[src/rtl/pipe_pkg.sv]
// Shared widths, control-bit positions and ID/EX packing helper
// for the elastic inter-stage registers.
package pipe_pkg;

    localparam int IF_CTRL_W  = 8;
    localparam int IF_DATA_W  = 64;
    localparam int ID_CTRL_W  = 8;
    localparam int ID_DATA_W  = 96;
    localparam int EX_CTRL_W  = 8;
    localparam int EX_DATA_W  = 96;
    localparam int MEM_CTRL_W = 8;
    localparam int MEM_DATA_W = 64;

    localparam int CTRL_WB_EN = 0;
    localparam int CTRL_MEM_R = 1;
    localparam int CTRL_MEM_W = 2;
    localparam int CTRL_S     = 3;
    localparam int CTRL_B     = 4;
    localparam int CTRL_IMM   = 5;

    typedef struct packed {
        logic [31:0] pc;
        logic [31:0] val_rm;
        logic [23:0] imm24;
        logic [3:0]  dest;
        logic [3:0]  exec_cmd;
    } id_ex_data_t;

    function automatic logic [ID_DATA_W-1:0] pack_id_ex(
        input logic [31:0] pc,
        input logic [31:0] val_rm,
        input logic [23:0] imm24,
        input logic [3:0]  dest,
        input logic [3:0]  exec_cmd
    );
        id_ex_data_t d;
        d.pc       = pc;
        d.val_rm   = val_rm;
        d.imm24    = imm24;
        d.dest     = dest;
        d.exec_cmd = exec_cmd;
        return d;
    endfunction

endpackage

[src/rtl/pipe_slot.sv]
// One valid+ctrl+data holding register; a cleared slot reads all-zero.
module pipe_slot
    import pipe_pkg::*;
#(
    parameter int CTRL_W = ID_CTRL_W,
    parameter int DATA_W = ID_DATA_W
) (
    input  logic              clk,
    input  logic              rst,
    input  logic              load,
    input  logic              clear,
    input  logic [CTRL_W-1:0] in_ctrl,
    input  logic [DATA_W-1:0] in_data,
    output logic              valid,
    output logic [CTRL_W-1:0] ctrl,
    output logic [DATA_W-1:0] data
);

    always_ff @(posedge clk) begin
        if (!rst || clear) begin
            valid <= 1'b0;
            ctrl  <= '0;
            data  <= '0;
        end else if (load) begin
            valid <= 1'b1;
            ctrl  <= in_ctrl;
            data  <= in_data;
        end
    end

endmodule

[src/rtl/pipe_stage_reg.sv]
// Elastic pipeline-stage register: head slot plus optional skid slot,
// flush/freeze control and a saturating flush-drop counter.
module pipe_stage_reg
    import pipe_pkg::*;
#(
    parameter int CTRL_W = ID_CTRL_W,
    parameter int DATA_W = ID_DATA_W,
    parameter int SKID   = 1,
    parameter int CNT_W  = 8
) (
    input  logic              clk,
    input  logic              rst,
    input  logic              flush,
    input  logic              freeze,
    input  logic              in_valid,
    output logic              in_ready,
    input  logic [CTRL_W-1:0] in_ctrl,
    input  logic [DATA_W-1:0] in_data,
    output logic              out_valid,
    input  logic              out_ready,
    output logic [CTRL_W-1:0] out_ctrl,
    output logic [DATA_W-1:0] out_data,
    output logic [1:0]        occupancy,
    output logic [CNT_W-1:0]  drop_cnt
);

    logic              go;
    logic              accept;
    logic              drain;
    logic              m_valid;
    logic              m_load;
    logic              m_clear;
    logic              m_from_s;
    logic [CTRL_W-1:0] m_ctrl_in;
    logic [DATA_W-1:0] m_data_in;
    logic              s_valid;
    logic [CTRL_W-1:0] s_ctrl;
    logic [DATA_W-1:0] s_data;
    logic [CNT_W:0]    drop_sum;

    assign go        = ~freeze & ~flush;
    assign out_valid = m_valid & go;
    assign accept    = in_valid & in_ready;
    assign drain     = out_valid & out_ready;

    // A draining head refills from the skid slot first to keep FIFO order.
    assign m_from_s  = drain & s_valid;
    assign m_load    = m_from_s | (accept & (drain | ~m_valid));
    assign m_clear   = flush | (drain & ~s_valid & ~accept);
    assign m_ctrl_in = m_from_s ? s_ctrl : in_ctrl;
    assign m_data_in = m_from_s ? s_data : in_data;

    pipe_slot #(.CTRL_W(CTRL_W), .DATA_W(DATA_W)) m_slot (
        .clk     (clk),
        .rst     (rst),
        .load    (m_load),
        .clear   (m_clear),
        .in_ctrl (m_ctrl_in),
        .in_data (m_data_in),
        .valid   (m_valid),
        .ctrl    (out_ctrl),
        .data    (out_data)
    );

    generate
        if (SKID != 0) begin : g_skid
            logic s_load;
            logic s_clear;

            assign s_load   = accept & ~drain & m_valid;
            assign s_clear  = flush | m_from_s;
            // Registered ready: no path from out_ready.
            assign in_ready = ~s_valid & go;

            pipe_slot #(.CTRL_W(CTRL_W), .DATA_W(DATA_W)) s_slot (
                .clk     (clk),
                .rst     (rst),
                .load    (s_load),
                .clear   (s_clear),
                .in_ctrl (in_ctrl),
                .in_data (in_data),
                .valid   (s_valid),
                .ctrl    (s_ctrl),
                .data    (s_data)
            );
        end else begin : g_noskid
            assign s_valid  = 1'b0;
            assign s_ctrl   = '0;
            assign s_data   = '0;
            assign in_ready = (~m_valid | out_ready) & go;
        end
    endgenerate

    assign occupancy = {1'b0, m_valid} + {1'b0, s_valid};
    assign drop_sum  = {1'b0, drop_cnt} + {{(CNT_W-1){1'b0}}, occupancy};

    always_ff @(posedge clk) begin
        if (!rst) begin
            drop_cnt <= '0;
        end else if (flush) begin
            drop_cnt <= drop_sum[CNT_W] ? '1 : drop_sum[CNT_W-1:0];
        end
    end

endmodule

[config.mk]
export PLATFORM = sky130hd
export DESIGN_NAME = pipe_stage_reg
export DESIGN_NICKNAME = d
export VERILOG_FILES = /design/src/rtl/pipe_pkg.sv /design/src/rtl/pipe_slot.sv /design/src/rtl/pipe_stage_reg.sv
export SDC_FILE = /design/constraint.sdc
export NUM_CORES = 1
export LEC_CHECK = 0
export ABC_CLOCK_PERIOD_IN_PS = 5040
export CAP_MARGIN = 20
export CORE_AREA = 2 2 154 156
export CTS_CLUSTER_DIAMETER = 50
export CTS_CLUSTER_SIZE = 24
export DETAILED_ROUTE_END_ITERATION = 16
export DIE_AREA = 0 0 156 158
export HOLD_SLACK_MARGIN = 0.15
export PLACE_DENSITY = 0.72
export SLEW_MARGIN = 20
export SYNTH_ARGS = -nofsm -noshare
export SYNTH_HDL_FRONTEND = slang
export SYNTH_SLANG_ARGS = --single-unit
[constraint.sdc]
create_clock -name clk -period 5.04 [get_ports clk]
set_input_delay 0.756 -clock clk [delete_from_list [all_inputs] [get_ports clk]]
set_output_delay 0.756 -clock clk [all_outputs]
set_load 0.02 [all_outputs]
Word level (Yosys, flattened, before mapping). Cells that the tools add are included. Widths: inputs -> output; s select.

Register bits: 218. Input port bits: 110. Output and inout bits: 116. Word-level logic and storage cells: 36.

$add $sub $neg: 2. Reduce and logical (&&, ||, !) cells: 3. Multiplexer cells: 3. Bitwise logic cells: 21.

Operators with widths (count): $mux 96 (1); $mux 8 (2); $and 1x1->1 (11); $add 8x2->9 (1); $not 1->1 (6); $or 1x1->1 (4); $add 1x1->2 (1); $logic_or 1x1->1 (2); $logic_not 1->1 (1).

Depth between registers and ports, before layout. Gate-level depths: netlist of the first run.

Depth in word-level cells: 8. Depth in mapped cells: 8. Depth with buffers taken out: 7.

Cells and area by module. A second synthesis of the first run with hierarchy kept.

Cells, all modules: 860. Area total of the unflattened synthesis: 9585.4 µm².

Modules (own cells, without submodules): pipe_slot (area an instance 3767.4 µm², cells each 340, seq. area each 2102.0 µm², times used 2); pipe_stage_reg (area an instance 2050.7 µm², cells each 180, seq. area each 160.2 µm², times used 1).

Least setup slack after synthesis of the first run. No wires, ideal clock.

Path kind: in2out. Start point: in freeze. End point: out out_valid. Path buffers: 3. Required time: 4.284 ns. Stages: 5. Slack: 2.386 ns. Arrival time: 1.898 ns. Cells stage by stage: clkbuf_1 nor2_1 buf_2 clkbuf_1 and2_1.

Word-level cells in the longest chain between the ends: 3.

Ends and longest elaborated chain: start, declared (RTL line pipe_stage_reg.sv:14) `input logic freeze,`; $not 1->1 (RTL line pipe_stage_reg.sv:41) `assign go = ~freeze & ~flush;`; $and 1x1->1 (RTL line pipe_stage_reg.sv:41); $and 1x1->1 (RTL line pipe_stage_reg.sv:42) `assign out_valid = m_valid & go;`; end, declared (RTL line pipe_stage_reg.sv:19) `output logic out_valid,`.

Every way passes these cells.

Worst setup path in the final report of the first run.
Start point: reg m_slot.valid. End point: out out_valid.

Word-level cells in the longest chain between the ends: 1.

Ends and longest elaborated chain: start, declared (RTL line pipe_slot.sv:14) `output logic valid,`; start signal, assigned (RTL line pipe_slot.sv:21) `valid <= 1'b0;`; start signal, assigned (RTL line pipe_slot.sv:25) `valid <= 1'b1;`; $and 1x1->1 (RTL line pipe_stage_reg.sv:42).

Every way passes these cells.

==> results of run 1 <==
[worst max-delay path, stage by stage (launching register included)]
cell and delay [ns]:
dfxtp_4 0.86, buf_4 0.59, and2_1 0.28, clkdlybuf4s50_1 0.62
[metal layers]
| metal | GRT usage | routed length (µm) | vias up |
|---|---|---|---|
| met1 | 0.376 | 14400 | 5254 |
| met3 | 0.0367 | 3000 | 78 |
| met4 | 0.0992 | 1120 | 0 |
| met2 | 0.446 | 17100 | 576 |
| met5 | 0 | 0 | - |
| li1 | - | - | 4953 |
[metrics by stage]
stage               instances  power, µW
floorplan                1199       1990
global placement         1546       2190
detailed placement       1546       2190
CTS                      1592       4110
global route             1595       4210
finish                   1595       4090
[final timing paths]
kind                                             from                                   to  slack, ns  depth (start not counted)
setup / recovery            m_slot.valid$_SDFFE_PP0P_                            out_valid       1.38                          3
hold / removal    g_skid.s_slot.data[17]$_SDFFE_PP0P_  g_skid.s_slot.data[17]$_SDFFE_PP0P_       0.47                          2
setup reg to reg            m_slot.valid$_SDFFE_PP0P_         m_slot.data[68]$_SDFFE_PP0P_       1.96                          4
hold reg to reg   g_skid.s_slot.data[17]$_SDFFE_PP0P_  g_skid.s_slot.data[17]$_SDFFE_PP0P_       0.47                          2
[state kept, by name (all words and copies together), names as in the netlist]
| signal | cells |
|---|---|
| g_skid.s_slot.data | 96 |
| drop_cnt | 8 |
| m_slot.data | 96 |
| g_skid.s_slot.ctrl | 8 |
| m_slot.ctrl | 8 |
| m_slot.valid | 1 |
| g_skid.s_slot.valid | 1 |
[where the power goes]
| group | total, µW | switching, µW | leakage (µW) | internal, µW |
|---|---|---|---|---|
| sequential | 1760 | 18.7 | 0.00176 | 1740 |
| combinational | 401 | 235 | 0.00152 | 167 |
| clock | 1930 | 798 | 0.000429 | 1130 |
| total | 4090 | 1050 | 0.00371 | 3040 |
[Yosys cell counts, types with 3 or more instances]
master / count
nand2_1: 4
buf_6: 8
nor2b_1: 4
dfxtp_1: 218
a31oi_1: 5
buf_2: 29
nand4_1: 107
clkbuf_1: 147
o21ai_0: 213
a311oi_1: 94
nand3_1: 105
a21oi_1: 108
ha_1: 3
inv_1: 5
a41oi_1: 104
nand2b_1: 5
buf_1: 3
a311oi_2: 10
[cells by family after synthesis]
family / count (synthesis)
AOI/OAI and AO/OA: 540
adders and majority gates: 4
buffers and inverters: 193
DFF: 218
and+or+nand+nor: 244
[area by class of cell]
type	count	area, µm²	area share
sequential	218	4370	0.330
clock buffer	31	711	0.0537
tap	290	363	0.0274
clock inverter	15	173	0.0130
inverter	5	18.8	0.00142
antenna	2	5.00	0.000378
multi-input combinational	788	5140	0.388
timing repair buffer	246	2450	0.186
==> impl_results.md, run 1 <==
- Total GRT Usage: 0.275
- # DRC: 0
- Cells after Synth: 1,199
- CTS tree: done
- Hold Crit Class: flip-flop to flip-flop
- Global-route wire length before repair: 55,700 µm
- CP max FO: 69
- Post_cts resized: 0
- Clock skew after layout: 0.0130 ns
- Die W: 156 µm
- Max-Cap Viols: 0
- Clk sinks: 218
- Final net count: 1,399
- Drt pass-1 iters: 5
- WHS: 0.473 ns
- CTS clk-pin slew, worst paths: 0.06 ns
- Post-synth top area share: 0.426
- Final worst setup slack: 1.38 ns
- Core area: 0.0231 mm²
- Critical path type: flip-flop to output port
- Cell Area, Placed: 0.0123 mm²
- Post-Synth Simple-Gate Area: 0.138
- Unrepaired setup endpoints after global routing: false
- Synth area leaders: dfxtp_1 (43%), o21ai_0 (10%), a41oi_1 (8.9%), a311oi_1 (8.0%), nand4_1 (6.5%)
- Dpl ws: 1.42 ns
- GP Congestion: 0.783
- Final hold vios: 0
- # setup viols final: 0
- Layout Area Growth over Synthesis: 29.2%
- Multiplexer share of the synthesized area: 0
- Fmax: 273 MHz
- Rows: 56
- Utilization after layout: 0.574
- Yosys Warn Count: 0
- Synthesized cell area: 0.0102 mm²
- Post-DP HPWL: 18,500 µm
- Crit start category: flip-flop
- Post-synth net total: 1,313
- Adder-cell share of the synthesized area: 0.00562
- Hold_buf cts: 0
- Leading area contributor after synthesis: dfxtp_1
- Initial antenna violation count: 2
- Die Ht: 158 µm
- Commonest non-fill, non-tap cells in the layout: clkdlybuf4s50_1 (225), dfxtp_1 (216), o21ai_0 (213)
- Final ANT Viol Nets: 0
- Distinct cells, synth: 41
- Starting Density: 0.444
- Worst EP required: 4.28 ns
- Peak supply drop: 0.201 mV
- Die Area: 0.0246 mm²
- Vias in the first global route: 10.1k
- Largest net degree at the start of global routing: 106
- Worst-Skew Late Latency: 0.52 ns
- Final WL: 35,600 µm
- Final min period: 3.66 ns
- Status: completed
- Most common cell after layout, fill and taps aside: clkdlybuf4s50_1
- Dominant synthesized flop cell: dfxtp_1
- Via-to-Cell Ratio: 6.81
- Vias: 10.9k
- Post-synthesis compound-gate area fraction: 0.349
- EDFF count, synth: 0
- CTS Root Cell: clkbuf_16
- CP endpoint kind: output port
- XOR/XNOR Fraction of Synth Area: 0
- Max Slew Vio Count: 0
- Share of post-route cells with drive strength above 1: 0.0721
- Post-Route Setup TNS: 0 ns
- H-tree Lvls: 1
- Fillers: 2,023
- Buffers on Ports: 225
- Post-route clock period utilization: 0.727
- GR Overflow Total: 0
- Worst slew margin: 0.260
- Num ports: 226
- DRT iter0 DRCs: 1,217
- Clock Path Buffers: 3
- DR WL/cell: 22.3 µm
- CTS Buf Count: 26
- LEAKAGE: 0.00371 µW
- Synth Area per Inst: 8.54 µm²
- Data arrival, critical path: 2.91 ns
- Slew of the pin with the lowest slew margin: 1.11 ns
- Final Cell Area: 0.0132 mm²
- Power Density: 309 mW/mm²
- Largest family of logic cells by synthesized area: compound AO/OA/AOI/OAI gates
- Sequential-to-total area share from yosys stat: 0.426
- Number of synthesized register bits: 218
- Async S/R FF share, synth: 0
- Setup repair bufs after CTS: 0
Note: power is estimated with default switching activity, not from simulation.
==> run 2: changes to the inputs <==
--- a/config.mk
+++ b/config.mk
@@ -5,7 +5,7 @@
 export SDC_FILE = /design/constraint.sdc
 export NUM_CORES = 1
 export LEC_CHECK = 0
-export ABC_CLOCK_PERIOD_IN_PS = 5040
+export ABC_CLOCK_PERIOD_IN_PS = 3770
 export CAP_MARGIN = 20
 export CORE_AREA = 2 2 154 156
 export CTS_CLUSTER_DIAMETER = 50
==> constraint.sdc (replaced) <==
create_clock -name clk -period 3.77 [get_ports clk]
set_input_delay 0.5655 -clock clk [delete_from_list [all_inputs] [get_ports clk]]
set_output_delay 0.5655 -clock clk [all_outputs]
set_load 0.02 [all_outputs]
==> run 2 against run 1 <==
Net effect:
- combinational power grew 37%
- setup slack worse by 0.75 ns
- clock skew is essentially flat
- power up 36%
- register-to-register slack got worse by 0.88 ns
- critical path type is now input port to output port
- largest cell class unchanged
- highest routed layer unchanged
==> impl_results.md, run 2 (synthesis results as in run 1) <==
- Status: completed
- Worst slew margin: 0.251
- Layout Area Growth over Synthesis: 30.2%
- Unrepaired setup endpoints after global routing: false
- Hold_buf cts: 0
- Final ANT Viol Nets: 0
- Vias in the first global route: 10.2k
- Buffers on Ports: 225
- CTS clk-pin slew, worst paths: 0.07 ns
- Power Density: 416 mW/mm²
- Hold depth: 2
- Fillers: 2,036
- Slew of the pin with the lowest slew margin: 1.12 ns
- Data arrival, critical path: 2.58 ns
- Post-route clock period utilization: 0.834
- Clk sinks: 218
- Clock skew after layout: 0.0130 ns
- Rows: 56
- Die Area: 0.0246 mm²
- Hold_sp: g_skid.s_slot.data[27]$_SDFFE_PP0P_
- Clock Path Buffers: 3
- Share of post-route cells with drive strength above 1: 0.0765
- Dpl ws: 0.598 ns
- Biggest regs: g_skid.s_slot.data (96), m_slot.data (96)
- # setup viols final: 0
- Fmax: 318 MHz
- Final WL: 36,200 µm
- Global-route wire length before repair: 56,100 µm
- Drt pass-1 iters: 5
- Vias: 10.9k
- GR Overflow Total: 0
- Multi-input gate area: 0.00514 mm²
- Final net count: 1,401
- DR WL/cell: 22.6 µm
- Sequential cell area: 0.00437 mm²
- Via-to-Cell Ratio: 6.81
- M2 GR Usage: 0.441
- Design Power: 5550 µW
- Post-Route Setup TNS: 0 ns
- LEAKAGE: 0.00376 µW
- Final min period: 3.14 ns
- Peak supply drop: 0.299 mV
- Total GRT Usage: 0.277
- GR met1 Demand/Resource: 0.377
- Final Non-Filler Cells: 1,599
- Hold Crit Class: flip-flop to flip-flop
- Post-Place Cells: 1,549
- Cell Area, Placed: 0.0124 mm²
- Largest net degree at the start of global routing: 106
- Max-Cap Viols: 0
- Die Ht: 158 µm
- CTS tree: done
- Final hold vios: 0
- Post_cts resized: 0
- CTS Root Cell: clkbuf_16
- Setup repair bufs after CTS: 0
- Initial antenna violation count: 2
- GP Congestion: 0.792
- Max Slew Vio Count: 0
- CP endpoint kind: output port
- R2R depth: 4
- Final Cell Area: 0.0133 mm²
- Num ports: 226
- Starting Density: 0.444
- # DRC: 0
- CP startpoint: flush
- Core area: 0.0231 mm²
- Critical path type: input port to output port
- DRT iter0 DRCs: 1,091
- R2r startpoint: g_skid.s_slot.valid$_SDFFE_PP0P_
- CP max FO: 15
- GR peak layer: met2
- Post-DP HPWL: 18,500 µm
- Met3 Use GR: 0.0422
- Worst-Skew Late Latency: 0.53 ns
- Worst EP required: 3.20 ns
- CTS Buf Count: 26
- Final worst setup slack: 0.626 ns
- H-tree Lvls: 1
- Crit start category: input port
- Most common cell after layout, fill and taps aside: clkdlybuf4s50_1
- Commonest non-fill, non-tap cells in the layout: clkdlybuf4s50_1 (225), dfxtp_1 (216), o21ai_0 (213)
- Die W: 156 µm
## run 2: changes by cell type in the layout (fill, tap and decap cells not counted), sizes merged
cell / before / now
bufinv: 2 / 1
clkinv: 3 / 4
inv: 13 / 18
clkbuf: 31 / 30
clkinvlp: 2 / 0
buf: 21 / 23
## run 2: per-stage QoR
stage	utilization	hold WS [ns]
after floorplan	-	0.454
after global placement	0.539	0.460
after detailed placement	0.539	0.466
after CTS	0.578	0.475
after global routing	0.579	0.493
final	0.579	0.475
## run 2: worst paths after layout
path,endpoint,slack (ns)
worst max-delay path,in_ready,0.63
worst min-delay path,g_skid.s_slot.data[27]$_SDFFE_PP0P_,0.47
worst max register to register,g_skid.s_slot.data[4]$_SDFFE_PP0P_,1.08
worst min register to register,g_skid.s_slot.data[27]$_SDFFE_PP0P_,0.47
## run 2: power by group
group / total [µW] / internal, µW / switching [µW]
registers: 2350 / 2330 / 22.5
clock network: 2650 / 1500 / 1150
logic: 549 / 228 / 321
total: 5550 / 4060 / 1490
## run 2: layer usage
| metal | share of wire | up-vias |
|---|---|---|
| met5 | 0 | - |
| met4 | 0.033 | 0 |
| met3 | 0.090 | 81 |
| met2 | 0.47 | 635 |
| met1 | 0.41 | 5209 |
| li1 | - | 4962 |
## run 2: layout make-up
cell class | count | area share
Timing Repair Buffer | 248 | 0.189
Clock inverter | 18 | 0.0153
Clock buffer | 30 | 0.0537
Antenna cell | 2 | 0.000375
Inverter | 5 | 0.00141
Multi-Input combinational cell | 788 | 0.385
Sequential cell | 218 | 0.328
Tap cell | 290 | 0.0272
## run 2: worst max-delay path, cell delays in order
cell	delay [ns]
clkdlybuf4s50_1	0.76
nor3_1	0.55
clkdlybuf4s50_1	0.69
==> run 3: changes to the inputs <==
--- a/config.mk
+++ b/config.mk
@@ -5,7 +5,7 @@
 export SDC_FILE = /design/constraint.sdc
 export NUM_CORES = 1
 export LEC_CHECK = 0
-export ABC_CLOCK_PERIOD_IN_PS = 3770
+export ABC_CLOCK_PERIOD_IN_PS = 3000
 export CAP_MARGIN = 20
 export CORE_AREA = 2 2 154 156
 export CTS_CLUSTER_DIAMETER = 50
==> constraint.sdc (replaced) <==
create_clock -name clk -period 3 [get_ports clk]
set_input_delay 0.45 -clock clk [delete_from_list [all_inputs] [get_ports clk]]
set_output_delay 0.45 -clock clk [all_outputs]
set_load 0.02 [all_outputs]
==> run 3 against run 2 <==
Net effect:
- clock power up 25%
- sequential power grew 26%
- global-route usage up 0.48 points
- flip-flop and latch count stayed put
- count of clock-buffer cells in the layout down 4
- design area up 1.3%
- worst hold slack worse by 0.0017 ns
- critical path type unchanged
- critical endpoint is now out_valid
==> impl_results.md, run 3 (synthesis results as in run 1) <==
- Hold Crit Class: flip-flop to flip-flop
- Reg-to-reg critical path endpoint: g_skid.s_slot.data[64]$_SDFFE_PP0P_
- Initial antenna violation count: 2
- Status: completed
- Bufs and invs on worst path: 2
- Clock network fraction of total power: 0.475
- Hold_sp: g_skid.s_slot.data[41]$_SDFFE_PP0P_
- Internal power: 5200 µW
- Data arrival, critical path: 2.29 ns
- Met3 Use GR: 0.0433
- Post_cts resized: 0
- Starting Density: 0.444
- Hold depth: 2
- Max-Cap Viols: 0
- Final net count: 1,411
- Die Ht: 158 µm
- Final ANT Viol Nets: 0
- Fmax: 365 MHz
- CTS clk-pin slew, worst paths: 0.06 ns
- GR peak layer: met2
- Rows: 56
- Biggest regs: g_skid.s_slot.data (96), m_slot.data (96)
- Fillers: 2,025
- Clock skew after layout: 0.0147 ns
- Critical path type: input port to output port
- Post-DP HPWL: 19,600 µm
- Sequential Power Share: 0.423
- GR Overflow Total: 0
- # DRC: 0
- Layout Area Growth over Synthesis: 31.9%
- # setup viols final: 0
- Peak supply drop: 0.343 mV
- Clk sinks: 218
- Setup repair bufs after CTS: 0
- Drt pass-1 iters: 5
- Clock Path Buffers: 3
- Num ports: 226
- Worst path max stage delay: 0.65 ns
- Cell mode on critical path: clkdlybuf4s50_1
- Share of post-route cells with drive strength above 1: 0.0814
- CTS Root Cell: clkbuf_16
- Total GRT Usage: 0.282
- CP max FO: 9
- WHS: 0.473 ns
- Vias: 11.1k
- Switching Fraction: 0.255
- DRT iter0 DRCs: 1,306
- H-tree Lvls: 1
- Cell Area, Placed: 0.0126 mm²
- CTS tree: done
- Buffers on Ports: 225
- CP cell instances: clkdlybuf4s50_1, nor2_4, and2_1, clkdlybuf4s50_1
- Final WL: 36,700 µm
- Power Density: 517 mW/mm²
- GP Congestion: 0.778
- Most common cell after layout, fill and taps aside: clkdlybuf4s50_1
- Final min period: 2.74 ns
- R2r startpoint: m_slot.valid$_SDFFE_PP0P_
- Crit start category: input port
- GR met1 Demand/Resource: 0.386
- Sw power: 1780 µW
- Max Slew Vio Count: 0
- Commonest non-fill, non-tap cells in the layout: clkdlybuf4s50_1 (225), dfxtp_1 (216), o21ai_0 (213)
- Hold_buf cts: 0
- Global-route wire length before repair: 57,100 µm
- Via-to-Cell Ratio: 6.88
- Worst EP required: 2.55 ns
- R2R depth: 5
- Post-Route Setup TNS: 0 ns
- Core area: 0.0231 mm²
- Slew of the pin with the lowest slew margin: 0.705 ns
- Unrepaired setup endpoints after global routing: false
- Vias in the first global route: 10.3k
- CP max stage cell: clkdlybuf4s50_1
- DR WL/cell: 22.9 µm
- Final Cell Area: 0.0135 mm²
- Post-route clock period utilization: 0.912
- Die Area: 0.0246 mm²
- CP endpoint kind: output port
- LEAKAGE: 0.00384 µW
- R2R Setup Slk: 0.62 ns
- Worst-Skew Late Latency: 0.53 ns
- Largest delay contributor family on the critical path: buffers and inverters
- Final hold vios: 0
- CTS Buf Count: 24
- Die W: 156 µm
- Largest net degree at the start of global routing: 106
- Worst slew margin: 0.530
- Combinational fraction of design power: 0.102
- M2 GR Usage: 0.452
- Worst hold endpoint: g_skid.s_slot.data[41]$_SDFFE_PP0P_
[run 3: cell count changes in the layout (fill, tap and decap cells not counted), moves of 2 or more]
cell	change
clkinv_4	-2
clkinvlp_4	+3
inv_12	-2
inv_6	-4
buf_12	+8
clkbuf_16	-3
bufinv_16	+4
clkinv_8	+3
clkbuf_8	-2
inv_8	-3
buf_4	+4
[run 3: worst max-delay path by stage]
stage | from | to | slack [ns] | depth (start not counted)
2_1_floorplan | freeze | out_valid | 0.96 | 5
3_3_place_gp | flush | out_valid | 0.30 | 4
3_5_place_dp | flush | m_slot.ctrl[4]$_SDFFE_PP0P_ | 0.25 | 5
4_1_cts | flush | out_valid | 0.27 | 4
5_1_grt | flush | out_valid | 0.20 | 4
6_report | flush | out_valid | 0.26 | 4
[run 3: layer usage]
metal  up-vias  part of all wire
met5         -                 0
met1      5361              0.40
met2       652              0.48
met3        75             0.091
li1       4974                 -
met4         0             0.028
[run 3: metrics by stage]
step	instances	setup WS (ns)	total power (µW)	utilization
after floorplan	1199	0.958	3350	-
after global placement	1561	0.299	3710	0.547
after detailed placement	1561	0.255	3720	0.547
after CTS	1605	0.267	7000	0.586
after global routing	1607	0.205	7170	0.586
final	1607	0.264	6990	0.586
[run 3: power by group through the flow]
| stage | registers [µW] | clock network, µW | logic, µW |
|---|---|---|---|
| 2_1_floorplan | 3050 | 0 | 299 |
| 3_3_place_gp | 3020 | 0 | 694 |
| 3_5_place_dp | 3020 | 0 | 702 |
| 4_1_cts | 2950 | 3350 | 703 |
| 5_1_grt | 2960 | 3460 | 751 |
| 6_report | 2950 | 3320 | 713 |
[run 3: layout make-up]
cell class | instances | area, µm² | share of cell area
clock inverters | 18 | 283 | 0.0209
multi-input cells | 788 | 5140 | 0.380
clock buffers | 26 | 618 | 0.0457
diodes | 2 | 5.00 | 0.000370
well taps | 290 | 363 | 0.0269
repair buffers | 260 | 2720 | 0.201
flip-flops and latches | 218 | 4370 | 0.324
inverters | 5 | 18.8 | 0.00139
[run 3: worst reg2reg max path: stages, from the launching register on]
cell and delay [ns]:
dfxtp_4 0.59, buf_4 0.35, nand2_4 0.35, o21ai_4 0.29, buf_12 0.34, a21oi_1 0.32
